--- config.mk ---
export PLATFORM = sky130hd
export DESIGN_NAME = mips_mc_controller
export DESIGN_NICKNAME = d
export VERILOG_FILES = /design/src/rtl/mips_mc_controller.sv
export SDC_FILE = /design/constraint.sdc
export NUM_CORES = 1
export LEC_CHECK = 0
export CAP_MARGIN = 20
export CELL_PAD_IN_SITES_DETAIL_PLACEMENT = 1
export CELL_PAD_IN_SITES_GLOBAL_PLACEMENT = 1
export CORE_ASPECT_RATIO = 2
export CORE_MARGIN = 4
export CORE_UTILIZATION = 36
export CTS_BUF_LIST = sky130_fd_sc_hd__clkbuf_4 sky130_fd_sc_hd__clkbuf_8
export CTS_CLUSTER_SIZE = 14
export DETAILED_ROUTE_END_ITERATION = 10
export PLACE_DENSITY = 0.86
export REMOVE_ABC_BUFFERS = 1
export SYNTH_ARGS = -nofsm -noshare
export SYNTH_HDL_FRONTEND = slang
export SYNTH_SLANG_ARGS = --single-unit
--- constraint.sdc ---
create_clock -name clk_i -period 2.3 [get_ports clk_i]
set_input_delay 0.69 -clock clk_i [delete_from_list [all_inputs] [get_ports clk_i]]
set_output_delay 0.69 -clock clk_i [all_outputs]
set_load 0.1 [all_outputs]
--- src/rtl/mips_mc_controller.sv ---
// Multicycle MIPS control FSM: sequences fetch/decode/execute/memory/writeback
// over a shared valid/ready memory, with sticky illegal-op flag and retire counter.
module mips_mc_controller #(
  parameter bit          ENABLE_BNE  = 1'b1,
  parameter bit          ENABLE_ADDI = 1'b1,
  parameter int unsigned CNT_W       = 32
) (
  input  logic             clk_i,
  input  logic             reset_ni,
  input  logic [5:0]       op_i6,
  input  logic [5:0]       funct_i6,
  input  logic             zero_i,
  input  logic             mem_ready_i,
  output logic             mem_req_o,
  output logic             mem_we_o,
  output logic             iord_o,
  output logic             ir_write_o,
  output logic             pc_write_o,
  output logic             reg_write_o,
  output logic             reg_dst_o,
  output logic             mem_to_reg_o,
  output logic             alu_src_a_o,
  output logic [1:0]       alu_src_b_o2,
  output logic [2:0]       alu_ctrl_o3,
  output logic [1:0]       pc_src_o2,
  output logic             illegal_o,
  output logic [CNT_W-1:0] retired_cnt_o,
  output logic [3:0]       state_o4
);

  typedef enum logic [3:0] {
    S_FETCH  = 4'd0,  S_DECODE = 4'd1,  S_MEMADR = 4'd2,  S_MEMRD  = 4'd3,
    S_MEMWB  = 4'd4,  S_MEMWR  = 4'd5,  S_EXEC   = 4'd6,  S_ALUWB  = 4'd7,
    S_BRANCH = 4'd8,  S_ADDIEX = 4'd9,  S_ADDIWB = 4'd10, S_JUMP   = 4'd11,
    S_TRAP   = 4'd12
  } state_t;

  localparam logic [5:0] OP_RTYPE = 6'b000000;
  localparam logic [5:0] OP_LW    = 6'b100011;
  localparam logic [5:0] OP_SW    = 6'b101011;
  localparam logic [5:0] OP_BEQ   = 6'b000100;
  localparam logic [5:0] OP_BNE   = 6'b000101;
  localparam logic [5:0] OP_ADDI  = 6'b001000;
  localparam logic [5:0] OP_J     = 6'b000010;

  localparam logic [2:0] ALU_ADD = 3'b010;
  localparam logic [2:0] ALU_SUB = 3'b110;
  localparam logic [2:0] ALU_AND = 3'b000;
  localparam logic [2:0] ALU_OR  = 3'b001;
  localparam logic [2:0] ALU_SLT = 3'b111;

  state_t state, state_nxt;
  logic   retire_c;
  logic   trap_c;

  // State register
  always_ff @(posedge clk_i or negedge reset_ni) begin
    if (!reset_ni) state <= S_FETCH;
    else           state <= state_nxt;
  end

  // Next state and control decode
  always_comb begin
    state_nxt    = state;
    mem_req_o    = 1'b0;
    mem_we_o     = 1'b0;
    iord_o       = 1'b0;
    ir_write_o   = 1'b0;
    pc_write_o   = 1'b0;
    reg_write_o  = 1'b0;
    reg_dst_o    = 1'b0;
    mem_to_reg_o = 1'b0;
    alu_src_a_o  = 1'b0;
    alu_src_b_o2 = 2'b00;
    alu_ctrl_o3  = ALU_ADD;
    pc_src_o2    = 2'b00;
    retire_c     = 1'b0;
    trap_c       = 1'b0;
    case (state)
      S_FETCH: begin
        mem_req_o    = 1'b1;
        alu_src_b_o2 = 2'b01;
        if (mem_ready_i) begin
          ir_write_o = 1'b1;
          pc_write_o = 1'b1;
          state_nxt  = S_DECODE;
        end
      end
      S_DECODE: begin
        alu_src_b_o2 = 2'b11;
        case (op_i6)
          OP_LW, OP_SW: state_nxt = S_MEMADR;
          OP_RTYPE:     state_nxt = S_EXEC;
          OP_BEQ:       state_nxt = S_BRANCH;
          OP_BNE:       state_nxt = ENABLE_BNE ? S_BRANCH : S_TRAP;
          OP_ADDI:      state_nxt = ENABLE_ADDI ? S_ADDIEX : S_TRAP;
          OP_J:         state_nxt = S_JUMP;
          default:      state_nxt = S_TRAP;
        endcase
      end
      S_MEMADR: begin
        alu_src_a_o  = 1'b1;
        alu_src_b_o2 = 2'b10;
        state_nxt    = (op_i6 == OP_SW) ? S_MEMWR : S_MEMRD;
      end
      S_MEMRD: begin
        mem_req_o = 1'b1;
        iord_o    = 1'b1;
        if (mem_ready_i) state_nxt = S_MEMWB;
      end
      S_MEMWB: begin
        reg_write_o  = 1'b1;
        mem_to_reg_o = 1'b1;
        retire_c     = 1'b1;
        state_nxt    = S_FETCH;
      end
      S_MEMWR: begin
        mem_req_o = 1'b1;
        mem_we_o  = 1'b1;
        iord_o    = 1'b1;
        if (mem_ready_i) begin
          retire_c  = 1'b1;
          state_nxt = S_FETCH;
        end
      end
      S_EXEC: begin
        alu_src_a_o = 1'b1;
        state_nxt   = S_ALUWB;
        case (funct_i6)
          6'b100000: alu_ctrl_o3 = ALU_ADD;
          6'b100010: alu_ctrl_o3 = ALU_SUB;
          6'b100100: alu_ctrl_o3 = ALU_AND;
          6'b100101: alu_ctrl_o3 = ALU_OR;
          6'b101010: alu_ctrl_o3 = ALU_SLT;
          default:   state_nxt   = S_TRAP;
        endcase
      end
      S_ALUWB: begin
        reg_write_o = 1'b1;
        reg_dst_o   = 1'b1;
        retire_c    = 1'b1;
        state_nxt   = S_FETCH;
      end
      S_BRANCH: begin
        alu_src_a_o = 1'b1;
        alu_ctrl_o3 = ALU_SUB;
        pc_src_o2   = 2'b01;
        // bne only reaches here when enabled, so op alone picks the polarity
        pc_write_o  = (op_i6 == OP_BNE) ? ~zero_i : zero_i;
        retire_c    = 1'b1;
        state_nxt   = S_FETCH;
      end
      S_ADDIEX: begin
        alu_src_a_o  = 1'b1;
        alu_src_b_o2 = 2'b10;
        state_nxt    = S_ADDIWB;
      end
      S_ADDIWB: begin
        reg_write_o = 1'b1;
        retire_c    = 1'b1;
        state_nxt   = S_FETCH;
      end
      S_JUMP: begin
        pc_src_o2  = 2'b10;
        pc_write_o = 1'b1;
        retire_c   = 1'b1;
        state_nxt  = S_FETCH;
      end
      S_TRAP: begin
        trap_c    = 1'b1;
        state_nxt = S_FETCH;
      end
      default: state_nxt = S_FETCH;
    endcase
    // Write enables are suppressed for as long as reset is held
    if (!reset_ni) begin
      ir_write_o  = 1'b0;
      pc_write_o  = 1'b0;
      reg_write_o = 1'b0;
      mem_we_o    = 1'b0;
    end
  end

  // Sticky illegal flag and retired-instruction counter
  always_ff @(posedge clk_i or negedge reset_ni) begin
    if (!reset_ni) begin
      illegal_o     <= 1'b0;
      retired_cnt_o <= '0;
    end else begin
      if (trap_c)   illegal_o     <= 1'b1;
      if (retire_c) retired_cnt_o <= retired_cnt_o + CNT_W'(1);
    end
  end

  assign state_o4 = state;

endmodule

## After elaboration in Yosys (flattened, before gate mapping)

Cells that the tools add are included.

| operators by class | value |
|---|---|
| reductions and logical operators | 12 |
| equality and inequality tests | 26 |
| bitwise logic cells | 1 |
| muxes and demuxes | 28 |
| $add $sub $neg | 1 |

Operator list:

| operator | number |
|---|---|
| $eq A6 B6 Y1 const B | 7 |
| $add A32 B1 Y32 const B | 1 |
| $pmux W4 S7 | 1 |
| $eq A4 B4 Y1 const B | 5 |
| $pmux W4 S5 | 1 |
| $eq A4 B3 Y1 const B | 4 |
| $mux W4 | 4 |
| $mux W1 | 15 |
| $eq A6 B3 Y1 const B | 2 |
| $pmux W3 S4 | 1 |
| $reduce_or A5 Y1 | 2 |
| $eq A4 B2 Y1 const B | 2 |
| $reduce_or A2 Y1 | 4 |
| $eq A6 B2 Y1 const B | 1 |
| $eq A6 B4 Y1 const B | 1 |
| $logic_not A6 Y1 | 1 |
| $ne A2 B2 Y1 const B | 3 |
| $pmux W2 S3 | 1 |
| $pmux W3 S2 | 1 |
| $reduce_or A3 Y1 | 2 |
| $eq A4 B1 Y1 const B | 1 |
| $logic_not A4 Y1 | 1 |
| $pmux W2 S2 | 1 |
| $reduce_or A4 Y1 | 1 |
| 5 further kinds | 5 |

| storage, ports and cells | value |
|---|---|
| word-level logic and storage cells | 71 |
| bits of input ports | 16 |
| output and inout port bits | 53 |
| flip-flop bits (word level) | 37 |

## Longest topological paths before layout

Gate-level depths: netlist of run 1.

| logic depth | value |
|---|---|
| depth after elaboration | 4 |
| depth in mapped cells | 7 |
| gate-level depth less buffers | 6 |

## Least setup slack after synthesis of run 1

OpenSTA, ideal clock, no wires.

| timing path | value |
|---|---|
| kind | flip-flop to output port |
| from | register state[3] (netlist: state_o4[3]) |
| to | output pc_write_o |
| arrival | 5.856 ns |
| required time | 1.610 ns |
| stages on the path, launching flop included | 6 |
| path slack | -4.246 ns |
| path buffers | 1 |
| path through | dfrtp_1 clkbuf_2 nand2_1 nor3_1 a21oi_1 nor3b_1 |

| between the ends | value |
|---|---|
| longest elaborated chain between the ends | 3 |
| elaborated cells on any way between the ends | 5 |
| those cells by class | 2 x eq/ne; 2 x mux; 1 x reduce/logical |

RTL lines:

| element | line | source |
|---|---|---|
| start, declared | 52 | `state_t state, state_nxt;` |
| start signal, assigned | 59 | `else state <= state_nxt;` |
| $eq A4 B4 Y1 or $logic_not A4 Y1 (tied branches) | 79 | `case (state)` |
| $pmux W1 S3 * | 79 |  |
| $mux W1 * | 176 | `if (!reset_ni) begin` |
| end, declared | 18 | `output logic pc_write_o,` |

Mark *: on every way between the ends. The rest lies on a longest branch, timed or not.

## Worst setup path after layout of run 1

| timing path | value |
|---|---|
| from | input op_i6[3] |
| to | output pc_write_o |

| between the ends | value |
|---|---|
| longest elaborated chain between the ends | 4 |

RTL lines:

| element | line | source |
|---|---|---|
| start, declared | 10 | `input logic [5:0] op_i6,` |
| $eq A6 B3 Y1 | 149 | `pc_write_o = (op_i6 == OP_BNE) ? ~zero_i : zero_i;` |
| $mux W1 | 149 |  |
| $pmux W1 S3 | 79 |  |
| $mux W1 | 176 |  |

Every way passes these cells.

==> results.txt, run 1 <==
----------------------------------------------------
[Timing]
  Final setup violating endpoints ... 7
  Final-report hold violation count ... 0
  Worst Setup Slack, final ... -0.318 ns
  Worst relative slew slack ... 72.3%
  Hold WS ... 0.234 ns
  Actual transition at the worst max-transition pin ... slightly above 0.4 ns
  Unrepaired setup endpoints after global routing ... yes
  Minimum clock period ... 2.62 ns
  Clk_skew ... approximately 0.0083 ns
  Maximum clock rate ... 382 MHz
  Fin crit share ... 114%
  Count of pins over their slew limit ... 0

[Hold path]
  Class of the worst hold path ... input port to async pin

[Outcome]
  Run status ... finished, violations left
  Failing checks ... negative setup slack

[Flow run]
  Max-cap violations ... 0

[Place]
  Half-perimeter wire length of the detailed placement result ... 5550 microns
  Placer's final routability congestion estimate ... 0.753
  Buffers on Ports ... 68
  Placed cell areas ... approximately 3300 sq um

[Setup path]
  Worst endpoint data arrival time ... 1.93 ns
  Worst Reg2Reg Path Length in Cells ... 9
  Required time of the critical path ... 1.61 ns
  Worst reg2reg setup slack ... 0.18 ns
  Worst Setup Path Type ... input port to output port
  Source of the critical timing path ... op_i6[3]
  Launch instance of the worst register-to-register path ... state_o4[2]
  Critical path capture point type ... output port
  CP startpoint kind ... input port
  CP max FO ... 2
  Reg2reg end ... retired_cnt_o[24]

[Detailed routing]
  Post-detailed-route count of antenna-violating nets ... 0
  Post-route DRC ... 0
  Routed length per instance ... 20.5 microns
  Final WL ... 8350 microns
  Via-to-Cell Ratio ... 5.45
  Vias ... 2223
  Initial DRT Pass Iterations ... 4
  Top metal layer carrying routed signals ... met4
  DRC violation total after the first TritonRoute iteration ... 78
  Met2 WL post-DR ... between 5000 and 6000 microns
  Met3 wire len ... around 350 microns
  Met1 wire length ... about 2700 microns

[Layout]
  Area added between synthesis and finish ... 73.2%
  Fraction of layout cells with a size suffix above 1 ... 48.4%
  Footprint of the multi-input gates ... 1420 sq um
  Number of inserted diodes ... 0
  Storage cell area ... 931 sq um
  Post-route design area ... 3810 sq um
  Number of fillers in the final layout ... 611
  Total number of nets in the final design ... 363

[Clocking]
  Clock tree from TritonCTS ... yes
  Num Clock Sinks ... 37
  Buffer type at the clock tree root ... clkbuf_8
  Num CTS Buffers ... 5
  Clk slew on worst S/H paths ... 0.07 ns
  Count of hold-fix buffers inserted at cts ... 0
  Worst-case clock buffer depth ... 2
  H-tree Lvls ... 2
  Clk Latency, worst-skew pair ... 0.30 ns

[Floorplan]
  Die width ... approximately 63 microns
  Die footprint ... 7500 sq um
  Io pins ... 69
  Area inside the core boundary ... 5960 sq um
  Number of core rows ... 40
  Die height ... between 100 and 150 microns
  Initial cell density of the core ... 36.9%

[GRT]
  Antenna violations before repair ... 0
  Largest net degree at the start of global routing ... 28
  Vias in the first global route ... around 2400
  First-pass GRT wire length ... roughly 13000 microns
  GRT Resource Usage Total ... 21.2%
  Total congestion overflow ... 0

[Synth]
  Fraction of synthesized cell area in xor and xnor cells ... between 10% and 20%
  Most instantiated cells after synthesis ... 37 x dfrtp_1, 22 x nor2_1, 20 x nand2_1, 19 x xnor2_1, 15 x xor2_1
  Ys async rst share ... 100%
  Synthesized-area fraction occupied by adder cells ... 0.569%
  Mean instance size in the synthesized netlist ... 9.56 sq um
  Cells taking the most area after synthesis ... dfrtp_1 42%, xnor2_1 7.6%, xor2_1 6.0%
  Most instantiated library cell after synthesis ... dfrtp_1
  Most instantiated flip-flop cell in the synthesis netlist ... dfrtp_1
  Cell area after synthesis ... around 2200 sq um
  Dominant combinational cell family by area after synthesis ... simple AND/OR/NAND/NOR gates
  Number of standard cells after synthesis ... 230
  Area fraction in compound gates after synthesis ... 8.87%
  Multiplexer share of the synthesized area ... under 10%
  Count of flip-flops with a built-in enable after synthesis ... 0
  Sequential cell area fraction in the yosys report ... 42.1%
  Cell taking the most area after synthesis ... dfrtp_1
  Post-synth top area share ... 42.1%
  FF+latch count, synth ... 37
  Synth Warn # ... 0
  Simple-gate portion of the synthesized area ... 30.5%
  Yosys cell types ... 49

[Power and ir drop]
  Cell Pwr Density ... between 1000 and 1500 nW/um^2
  PnR Total Power ... 4.80 mW
  Maximum ir drop on the vdd rail ... 0.797 mV
  Leakage power summed over all cells ... 1.79 nW

----------------------------------------------------
layout make-up:
type,instances,share of cell area (%)
multi-input cells,180,37.4
repair buffers,118,33.7
flip-flops and latches,37,24.4
well taps,63,2.07
clock buffers,5,1.81
inverters,4,0.493
clock inverters,1,0.131
worst max-delay path by stage:
stage,to,cells after the start
finish,pc_write_o,8
CTS,pc_write_o,8
floorplan,pc_write_o,4
detailed placement,pc_write_o,8
global route,pc_write_o,8
global placement,pc_write_o,8
critical path, stage by stage:
cell      delay (ns)
buf_8           0.10
nor3_4          0.20
nand4b_1        0.15
xnor2_1         0.17
a21oi_1         0.11
nor3b_2         0.19
buf_4           0.15
buf_12          0.16
metrics by stage:
| stage | instances | setup WS, ns | util, % | setup TNS, ns |
|---|---|---|---|---|
| 2_1_floorplan | 221 | -4.31 | - | -26.15 |
| 3_3_place_gp | 382 | -0.632 | 55.5 | -2.08 |
| 3_5_place_dp | 382 | -0.700 | 55.5 | -3.87 |
| 4_1_cts | 394 | -0.289 | 59.7 | -0.320 |
| 5_1_grt | 408 | -0.422 | 63.9 | -1.36 |
| 6_report | 408 | -0.318 | 63.9 | -0.735 |
placed cells by master, fill, tap and decap left out, types with 3 or more instances in the layout:
cell type / Yosys / routed
a21oi_1: 9 / 7
a31oi_1: 3 / 3
and3_1: 5 / 4
and4_4: 2 / 3
buf_12: 0 / 27
buf_4: 0 / 68
buf_6: 0 / 8
clkbuf_8: 0 / 5
clkdlybuf4s15_1: 0 / 4
dfrtp_1: 37 / 33
dfrtp_2: 0 / 4
dlygate4sd2_1: 0 / 6
mux2i_1: 3 / 3
nand2_1: 20 / 18
nand2b_4: 0 / 5
nand3_1: 13 / 13
nand4_1: 4 / 4
nor2_1: 22 / 18
nor2_4: 0 / 3
nor3_1: 13 / 7
nor3_2: 4 / 6
nor3_4: 2 / 6
o21ai_0: 4 / 3
xnor2_1: 19 / 18
xor2_1: 15 / 15
layer usage:
| layer | GRT usage [%] | up-vias |
|---|---|---|
| met5 | 0 | - |
| met4 | 9.47 | 0 |
| met3 | 5.32 | 13 |
| met2 | 40.4 | 61 |
| met1 | 20.8 | 1116 |
| li1 | - | 1033 |
timing repair:
item	in CTS	in global routing
endpoints found under the setup margin	13	11
gates resized for setup	60	28
pin swaps	10	16
setup buffers	6	14
flip-flops by register name, summed over array words and instances (netlist names):
name / cells
illegal_o: 1
retired_cnt_o: 32
state_o4: 4
where the power goes:
part | switching [mW] | leakage [nW] | internal, mW
clock | 0.226 | 0.0399 | 0.199
sequential | 0.125 | 0.484 | 0.743
combinational | 2.22 | 1.27 | 1.29
cells by family (layout without fill, tap and decap cells):
kind of cell	count (synthesis)	count (layout)
flip-flops	37	37
AND/OR/NAND/NOR	112	112
AO/OA/AOI/OAI	29	29
multiplexers	4	4
XOR/XNOR	34	34
adder cells (fa/ha/maj)	1	1
buffers and inverters	13	128
No activity file was read; power rests on OpenSTA's default activity.
==> inputs of run 2 (changes only) <==
- CTS_CLUSTER_SIZE: 14 -> 40
==> results of run 2 <==
No change in the layout: final DEF, timing and power equal those of run 1.
==> inputs of run 3 (changes only) <==
- CORE_UTILIZATION: 36 -> 40
- CTS_CLUSTER_SIZE: 40 -> 24
- DONT_BUFFER_PORTS: not set -> 1
- PLACE_DENSITY: 0.86 -> 0.72
==> run 3 against run 2 <==
- the flow still finishes with violations (negative setup slack)
- cell count is 9.8% lower
- largest power group unchanged
- hold slack worse by 0.15 ns
- flip-flop and latch count stayed put
- global-route usage is 0.25 points lower
- critical endpoint unchanged
- largest cell class unchanged
==> results.txt, run 3 (synthesized netlist as in run 1, its figures left out) <==
----------------------------------------------------
[Place]
  Half-perimeter wire length of the detailed placement result ... 5190 microns (was 5550 microns)
  Placed cell areas ... 2980 sq um (was 3310 sq um)
  Buffers on Ports ... 0 (was 68)
  Placer's final routability congestion estimate ... 0.815 (was 0.753)
  Pre-CTS worst setup slack ... -0.191 ns (was -0.700 ns)

[Clocking]
  Num CTS Buffers ... 5 (unchanged)
  Worst-case clock buffer depth ... 2 (unchanged)
  Count of hold-fix buffers inserted at cts ... 0 (unchanged)
  Num Clock Sinks ... 37 (unchanged)
  Clk Latency, worst-skew pair ... 0.29 ns (was 0.30 ns)
  Buffer type at the clock tree root ... clkbuf_8 (unchanged)
  Clock tree from TritonCTS ... yes (unchanged)
  Clk slew on worst S/H paths ... 0.08 ns (was 0.07 ns)
  H-tree Lvls ... 2 (unchanged)

[Floorplan]
  Area inside the core boundary ... 5370 sq um (was 5960 sq um)
  Die footprint ... 6820 sq um (was 7500 sq um)
  Initial cell density of the core ... 40.9% (was 36.9%)
  Number of core rows ... 38 (was 40)
  Die height ... 113 microns (was 119 microns)
  Die width ... 60.4 microns (was 63.3 microns)
  Io pins ... 69 (unchanged)

[Timing]
  Final-report hold violation count ... 0 (unchanged)
  Final setup violating endpoints ... 7 (unchanged)
  Clk_skew ... 0.00733 ns (was 0.00835 ns)
  Maximum clock rate ... 410 MHz (was 382 MHz)
  Setup Total Neg Slack ... -0.516 ns (was -0.735 ns)
  Worst relative slew slack ... 40.1% (was 72.3%)
  Actual transition at the worst max-transition pin ... 0.898 ns (was 0.411 ns)
  Unrepaired setup endpoints after global routing ... yes (unchanged)
  Count of pins over their slew limit ... 0 (unchanged)
  Worst Setup Slack, final ... -0.137 ns (was -0.318 ns)
  Minimum clock period ... 2.44 ns (was 2.62 ns)
  Fin crit share ... 106% (was 114%)

[GRT]
  First-pass GRT wire length ... 10800 microns (was 12500 microns)
  Vias in the first global route ... 2220 (was 2413)
  Largest net degree at the start of global routing ... 42 (was 28)
  Total congestion overflow ... 0 (unchanged)
  Antenna violations before repair ... 0 (unchanged)
  GRT Resource Usage Total ... 21.0% (was 21.2%)

[Detailed routing]
  Vias ... 2065 (was 2223)
  Post-detailed-route count of antenna-violating nets ... 0 (unchanged)
  Routed length per instance ... 19.9 microns (was 20.5 microns)
  Post-route DRC ... 0 (unchanged)
  Via-to-Cell Ratio ... 5.61 (was 5.45)
  Final WL ... 7340 microns (was 8350 microns)
  Initial DRT Pass Iterations ... 4 (unchanged)
  DRC violation total after the first TritonRoute iteration ... 74 (was 78)

[Setup path]
  CP max FO ... 6 (was 2)
  Standard cell with the maximum stage delay on the critical path ... dfrtp_2 (was nor3_4)
  Combined buffer and inverter count along the critical path ... 1 (was 3)
  Worst path top cell family by delay ... flip-flops (was simple AND/OR/NAND/NOR gates)
  CP startpoint kind ... flop (was input port)
  Series of cell instances along the critical path ... nor2_2, a21oi_1, a21oi_1, a21oi_1, nor3b_2, clkbuf_16 (was buf_8, nor3_4, nand4b_1, xnor2_1, a21oi_1, nor3b_2, buf_4, buf_12)
  Crit path top cell by count ... a21oi_1
  Stage delay of the slowest cell on the critical path ... 0.49 ns (was 0.20 ns)
  Worst endpoint data arrival time ... 1.75 ns (was 1.93 ns)
  Critical path capture point type ... output port (unchanged)
  Required time of the critical path ... 1.61 ns (about the same)
  Launch instance of the worst register-to-register path ... state_o4[0] (was state_o4[2])
  Source of the critical timing path ... state_o4[0] (was op_i6[3])
  Worst Setup Path Type ... flop to output port (was input port to output port)

[Layout]
  Post-route design area ... 3310 sq um (was 3810 sq um)
  Total number of nets in the final design ... 324 (was 363)
  Commonest cells after routing, fill and taps aside ... 57 x buf_4, 33 x dfrtp_1, 19 x xnor2_1 (was 68 x buf_4, 33 x dfrtp_1, 27 x buf_12)
  Commonest non-fill, non-tap cell in the layout ... buf_4 (unchanged)
  Number of inserted diodes ... 0 (unchanged)
  Biggest register ... retired_cnt_o (unchanged)
  Flip-flop count of the largest register after layout ... 32 (unchanged)
  Fraction of layout cells with a size suffix above 1 ... 44.8% (was 48.4%)
  Area added between synthesis and finish ... 50.5% (was 73.2%)

[Power and ir drop]
  Cell Pwr Density ... 1350 nW/um^2 (was 1260 nW/um^2)
  Leakage power summed over all cells ... 1.55 nW (was 1.79 nW)
  Maximum ir drop on the vdd rail ... 1.35 mV (was 0.797 mV)

[Outcome]
  Failing checks ... negative setup slack (unchanged)
  Run status ... finished, violations left (unchanged)

[Hold path]
  Class of the worst hold path ... input port to async pin (unchanged)

[Flow run]
  Max-cap violations ... 0 (unchanged)

----------------------------------------------------
-- run 3: power breakdown --
part           internal, mW  switching, mW  leakage [nW]
registers             0.741          0.165         0.484
logic                  1.07           2.06          1.03
clock network         0.209          0.234        0.0439
-- run 3: cell type report --
class | count | area (sq um)
fill | 575 | 2060
clock inverter | 3 | 17.5
clock buffer | 5 | 68.8
tap | 60 | 75.1
inverter | 4 | 18.8
multi-input combinational | 180 | 1360
timing repair buffer | 79 | 843
sequential | 37 | 931
-- run 3: routing by layer --
layer  vias up  track usage (%)  wire length (microns)
met1      1009             19.9                   2300
met5         -                0                      0
met2        79             41.6                   4370
met3        18             3.65                    411
met4         0             7.24                    257
li1        959                -                      -
-- run 3: stage by stage --
step | hold WS [ns] | util, % | power [mW] | std cells
4_1_cts | 0.0698 | 58.4 | 4.22 | 356
2_1_floorplan | 0.394 | - | 2.68 | 221
5_1_grt | 0.0623 | 61.6 | 4.66 | 368
3_3_place_gp | 0.395 | 55.5 | 3.64 | 346
6_report | 0.0820 | 61.6 | 4.48 | 368
3_5_place_dp | 0.395 | 55.5 | 3.68 | 346
-- run 3: final timing paths --
kind                            cells after the start  slack [ns]           endpoint
worst max-delay path                                6       -0.14         pc_write_o
worst min-delay path                                0        0.08  retired_cnt_o[26]
worst max register to register                      7        0.26  retired_cnt_o[25]
worst min register to register                      1        0.53   retired_cnt_o[2]
max in group asynchronous                           0        2.12        state_o4[0]
min in group clk_i                                  1        0.53   retired_cnt_o[2]
-- run 3: what timing repair did --
action / CTS / global route
buffers inserted: 2 / 12
setup endpoints to repair: 9 / 13
resized for setup: 14 / 22
pin swaps: 7 / 9
